===== src/rtl/bp_me_cache_pkt_throttle.sv =====
//==============================================================================
// Module      : bp_me_cache_pkt_throttle
// Description : Registered 2/4-entry cache packet buffer with an outstanding-
//               request credit cap; the response path passes straight through.
//               Optional perf counters: BP_ME_CACHE_PKT_THROTTLE_PERF_EN
// Revision    : 1.0 - initial release
//==============================================================================
`default_nettype none

module bp_me_cache_pkt_throttle #(
  parameter int pkt_width_p       = 64,
  parameter int data_width_p      = 64,
  parameter int max_outstanding_p = 4,
  parameter int els_p             = 2
) (
  input  logic                    clk_i,
  input  logic                    reset_i,
  input  logic [pkt_width_p-1:0]  cache_pkt_i,
  input  logic                    cache_pkt_v_i,
  output logic                    cache_pkt_ready_o,
  output logic [pkt_width_p-1:0]  cache_pkt_o,
  output logic                    cache_pkt_v_o,
  input  logic                    cache_pkt_ready_i,
  input  logic [data_width_p-1:0] cache_data_i,
  input  logic                    cache_v_i,
  output logic                    cache_yumi_o,
  output logic [data_width_p-1:0] data_o,
  output logic                    v_o,
  input  logic                    yumi_i
);

  localparam int c_ptr_w = $clog2(els_p);
  localparam int c_occ_w = $clog2(els_p + 1);
  localparam int c_cnt_w = $clog2(max_outstanding_p + 1);

  logic [pkt_width_p-1:0] mem_q [els_p];
  logic [c_ptr_w-1:0]     rptr_q, rptr_d;
  logic [c_ptr_w-1:0]     wptr_q, wptr_d;
  logic [c_occ_w-1:0]     occ_q, occ_d;
  logic [c_cnt_w-1:0]     cnt_q, cnt_d;

  logic w_full, w_empty, w_credit, w_enq, w_issue, w_retire;

  assign w_full   = (occ_q == c_occ_w'(els_p));
  assign w_empty  = (occ_q == '0);
  assign w_credit = (cnt_q < c_cnt_w'(max_outstanding_p));

  // Ready comes only from registered occupancy, so a same-cycle dequeue never frees a slot.
  assign cache_pkt_ready_o = ~w_full & ~reset_i;
  assign cache_pkt_v_o     = ~w_empty & w_credit & ~reset_i;
  assign cache_pkt_o       = reset_i ? '0 : mem_q[rptr_q];

  assign data_o       = reset_i ? '0 : cache_data_i;
  assign v_o          = cache_v_i & ~reset_i;
  assign cache_yumi_o = yumi_i & ~reset_i;

  assign w_enq    = cache_pkt_v_i & cache_pkt_ready_o;
  assign w_issue  = cache_pkt_v_o & cache_pkt_ready_i;
  assign w_retire = v_o & yumi_i;

  always_comb begin
    rptr_d = rptr_q;
    wptr_d = wptr_q;
    occ_d  = occ_q;
    cnt_d  = cnt_q;
    if (w_issue) rptr_d = rptr_q + c_ptr_w'(1);
    if (w_enq)   wptr_d = wptr_q + c_ptr_w'(1);
    case ({w_enq, w_issue})
      2'b10:   occ_d = occ_q + c_occ_w'(1);
      2'b01:   occ_d = occ_q - c_occ_w'(1);
      default: occ_d = occ_q;
    endcase
    case ({w_issue, w_retire})
      2'b10:   cnt_d = cnt_q + c_cnt_w'(1);
      2'b01:   cnt_d = cnt_q - c_cnt_w'(1);
      default: cnt_d = cnt_q;
    endcase
  end

  always_ff @(posedge clk_i or posedge reset_i) begin
    if (reset_i) begin
      rptr_q <= '0;
      wptr_q <= '0;
      occ_q  <= '0;
      cnt_q  <= '0;
    end else begin
      rptr_q <= rptr_d;
      wptr_q <= wptr_d;
      occ_q  <= occ_d;
      cnt_q  <= cnt_d;
    end
  end

  always_ff @(posedge clk_i) begin
    if (w_enq) mem_q[wptr_q] <= cache_pkt_i;
  end

`ifdef BP_ME_CACHE_PKT_THROTTLE_PERF_EN
  logic [31:0] stall_credit_r, stall_credit_d;
  logic [31:0] stall_cache_r, stall_cache_d;
  logic [31:0] issued_r, issued_d;

  always_comb begin
    stall_credit_d = stall_credit_r;
    stall_cache_d  = stall_cache_r;
    issued_d       = issued_r;
    if (~w_empty & ~w_credit & (stall_credit_r != '1))
      stall_credit_d = stall_credit_r + 32'd1;
    if (cache_pkt_v_o & ~cache_pkt_ready_i & (stall_cache_r != '1))
      stall_cache_d = stall_cache_r + 32'd1;
    if (w_issue & (issued_r != '1))
      issued_d = issued_r + 32'd1;
  end

  always_ff @(posedge clk_i or posedge reset_i) begin
    if (reset_i) begin
      stall_credit_r <= '0;
      stall_cache_r  <= '0;
      issued_r       <= '0;
    end else begin
      stall_credit_r <= stall_credit_d;
      stall_cache_r  <= stall_cache_d;
      issued_r       <= issued_d;
    end
  end
`else
  // Counters are absent in this build; ports and timing are unchanged.
`endif

endmodule

`default_nettype wire

===== config.mk =====
export PLATFORM = sky130hd
export DESIGN_NAME = bp_me_cache_pkt_throttle
export DESIGN_NICKNAME = d
export VERILOG_FILES = /design/src/rtl/bp_me_cache_pkt_throttle.sv
export SDC_FILE = /design/constraint.sdc
export NUM_CORES = 1
export LEC_CHECK = 0
export CORE_MARGIN = 4
export CORE_UTILIZATION = 44
export CTS_BUF_LIST = sky130_fd_sc_hd__clkbuf_16
export DETAILED_ROUTE_END_ITERATION = 8
export PLACE_DENSITY_LB_ADDON = 0.3
export SYNTH_ARGS = -nofsm -noshare
export SYNTH_HDL_FRONTEND = slang
export SYNTH_SLANG_ARGS = --single-unit

===== constraint.sdc =====
create_clock -name clk_i -period 12.29 [get_ports clk_i]
set_clock_uncertainty 0.15 [all_clocks]
set_input_delay 2.458 -clock clk_i [delete_from_list [all_inputs] [get_ports clk_i]]
set_output_delay 2.458 -clock clk_i [all_outputs]
set_load 0.01 [all_outputs]

==> results.yml <==
setup_path:
  cp.required_ns: 9.68
  path_common_cell: "buf_4"
  worst-path-buf-inv: 3
  cpPeakStageDelay_ns: 0.65
  end_kind: "output pin"
  path_max_fanout: 76
  critPathTopFamily: "buffers and inverters"
  worstPathArrival_ns: 4.34
  path_cells: "buf_4 -> buf_4 -> nor2_1 -> clkdlybuf4s50_1"
  critPathKind: "primary input to output pin"
  startpoint_type: "primary input"
  cp_slowest_cell: "buf_4"
clock_network:
  numCtsBuffers: 17
  cts_tree: "done"
  cts_buffer_depth: 2
  h-tree-depth: 4
  clock_latency_ns: 0.40
  ctsHoldBuffers: 0
  ctsResizeCount: 0
  post_cts_buffers: 0
  path_clk_slew_ns: 0.06
  cts.sinks: 135
  cts_root_buf: "clkbuf_16"
global_route:
  grt_max_degree: 77
  grt_first_pass_wirelength_mm: 22.5
  gr-usage-all-layers_pct: 20.4
  antenna_found_initial: 0
  grt_overflow: 0
  grt_pass1_vias: 4154
timing:
  min_period_ns: 6.94
  whs_ns: 0.362
  slew_violations: 0
  hold_viol_final: 0
  fin_tns_setup_ns: 0
  tightest_slew_ns: 1.15
  fmax_mhz: 144
  rsz0062_at_grt: "no"
  finalSetupViolCount: 0
  fin_crit_sh_pct: 56.5
  relSlewSlack_pct: 23.6
power:
  switching_share_pct: 26.9
  leakagePower_nw: 3.32
  intPower_mw: 1.15
  share_comb_of_total_power_pct: 24.4
  p_switching_uw: 425
  clockPowerShare_pct: 34.2
  power_density_nw_per_um2: 174
  seqPwrFrac_pct: 41.3
  ir_worst_vdd_v: 0.000154
drt:
  via_count: 3905
  antenna_left: 0
  via_per_inst: 4.73
  first_pass_iters: 4
  wl_per_cell_microns: 18.2
  drc_errors: 0
  drt_iter0_drc: 168
  drt-total-wl_mm: 15.0
final_layout:
  diodes: 0
  nFillCells: 846
  multiInputGateArea_sq_um: 1500
  synthToLayoutAreaGrowth_pct: 61.3
  register_area_sq_um: 4020
  layout-drive-gt1-share_pct: 6.42
  layout.nets: 778
place:
  dp_hpwl_mm: 10.9
  portBuffers: 265
  gp_congestion: 0.758
yosys:
  ys_types: 23
  synth_seq_area_share_pct: 71.5
  netlist_instances: 375
  yosysWarnings: 0
  yosys_register_bits: 135
  synth_nets: 512
  syn-cell-area_sq_um: 5620
  synth_area_per_cell_sq_um: 15.0
status:
  outcome: "completed"
floorplan:
  die_area_sq_um: 14600
  placementRows: 41
  io_pins: 266
  start_util_pct: 44.7
  die_y_microns: 121
  die_w_microns: 121
  coreArea_sq_um: 12600
min_path:
  hold_path.class: "register to register"
flow_run:
  drv_cap: 0
## state kept, by name (all words and copies together) (netlist names)
name / cells
mem_q: 128
cnt_q: 3
occ_q: 2
rptr_q: 1
wptr_q: 1
## power groups by stage
stage / clock network [mW] / logic [mW] / registers, mW
finish: 0.541 / 0.386 / 0.653
global placement: 0 / 0.381 / 0.660
detailed placement: 0 / 0.389 / 0.664
global route: 0.569 / 0.417 / 0.663
CTS: 0.551 / 0.392 / 0.655
floorplan: 0 / 0.244 / 0.606
## placed cells by master, fill, tap and decap left out, drive strengths merged
master / synthesis / layout
dfrtp: 7 / 7
ha: 2 / 2
o211ai: 1 / 1
nor3: 1 / 1
mux2: 1 / 1
clkinvlp: 0 / 1
and3: 1 / 1
and2: 1 / 1
nor2b: 66 / 66
xnor2: 7 / 7
buf: 13 / 4
xor2: 1 / 1
fa: 1 / 1
or4b: 1 / 1
mux2i: 64 / 64
clkdlybuf4s50: 0 / 264
edfxtp: 128 / 128
nor2: 68 / 68
inv: 3 / 10
o21a: 1 / 1
clkinv: 0 / 3
bufinv: 0 / 4
clkbuf: 8 / 17
## cells by family after synthesis
logic type	share of synthesized area, %
and+or+nand+nor	12.5
AOI/OAI and AO/OA	0.267
muxes	11.6
adders and majority gates	0.802
buffers and inverters	1.92
DFF	71.5
xor gates and xnor gates	1.38
## final timing paths
check,slack [ns],to,startpoint,cells after the start
max in group asynchronous,9.58,rptr_q,reset_i,2
hold / removal,0.36,cnt_q[2],cnt_q[2],1
setup reg to reg,9.73,mem_q[0][3],occ_q[0],3
setup / recovery,5.35,cache_pkt_o[56],reset_i,4
min in group asynchronous,2.15,cnt_q[2],reset_i,2
hold reg to reg,0.36,cnt_q[2],cnt_q[2],1
## worst register-to-register path, stage by stage, from the launching register on
cell	delay, ns
dfrtp_1	0.45
o211ai_1	0.24
nor2_4	0.77
buf_4	0.57
## cells in the mapped netlist
cell	number	area [sq um]
nor2b_1	66	413
nor2_1	67	251
nor3_1	1	5.00
xor2_1	1	8.76
o21a_1	1	7.51
and2_1	1	6.26
buf_2	11	55.1
mux2_2	1	11.3
and3_1	1	6.26
edfxtp_1	128	3840
fa_1	1	20.0
inv_1	3	11.3
ha_1	2	25.0
buf_1	1	3.75
buf_4	1	7.51
nor2_2	1	6.26
clkbuf_1	8	30.0
or4b_4	1	13.8
xnor2_1	6	52.6
mux2i_1	64	641
xnor2_2	1	16.3
o211ai_1	1	7.51
dfrtp_1	7	175
## routing by layer
| metal | vias up | track usage [%] | wire length, microns |
|---|---|---|---|
| li1 | 1873 | - | - |
| met5 | - | 0 | 0 |
| met2 | 182 | 34.5 | 7560 |
| met4 | 0 | 6.30 | 254 |
| met3 | 13 | 8.16 | 1450 |
| met1 | 1837 | 23.8 | 5760 |
## stage by stage
stage / area [sq um] / utilization (%) / worst slack, ns / cells / total power, mW
after detailed placement: 8420 / 67.0 / 5.35 / 794 / 1.05
after global routing: 9060 / 72.1 / 5.18 / 826 / 1.65
final: 9060 / 72.1 / 5.35 / 826 / 1.58
after floorplan: 5620 / - / 6.09 / 375 / 0.851
after CTS: 9060 / 72.1 / 5.35 / 826 / 1.60
after global placement: 8420 / 67.0 / 5.37 / 794 / 1.04
## final cells by class
| cell class | count | area share [%] |
|---|---|---|
| tap | 172 | 2.37 |
| sequential | 135 | 44.4 |
| clock buffer | 17 | 4.69 |
| clock inverter | 15 | 2.37 |
| timing repair buffer | 268 | 29.5 |
| multi-input combinational | 216 | 16.6 |
| inverter | 3 | 0.124 |
(Power assumes the default switching activity.)
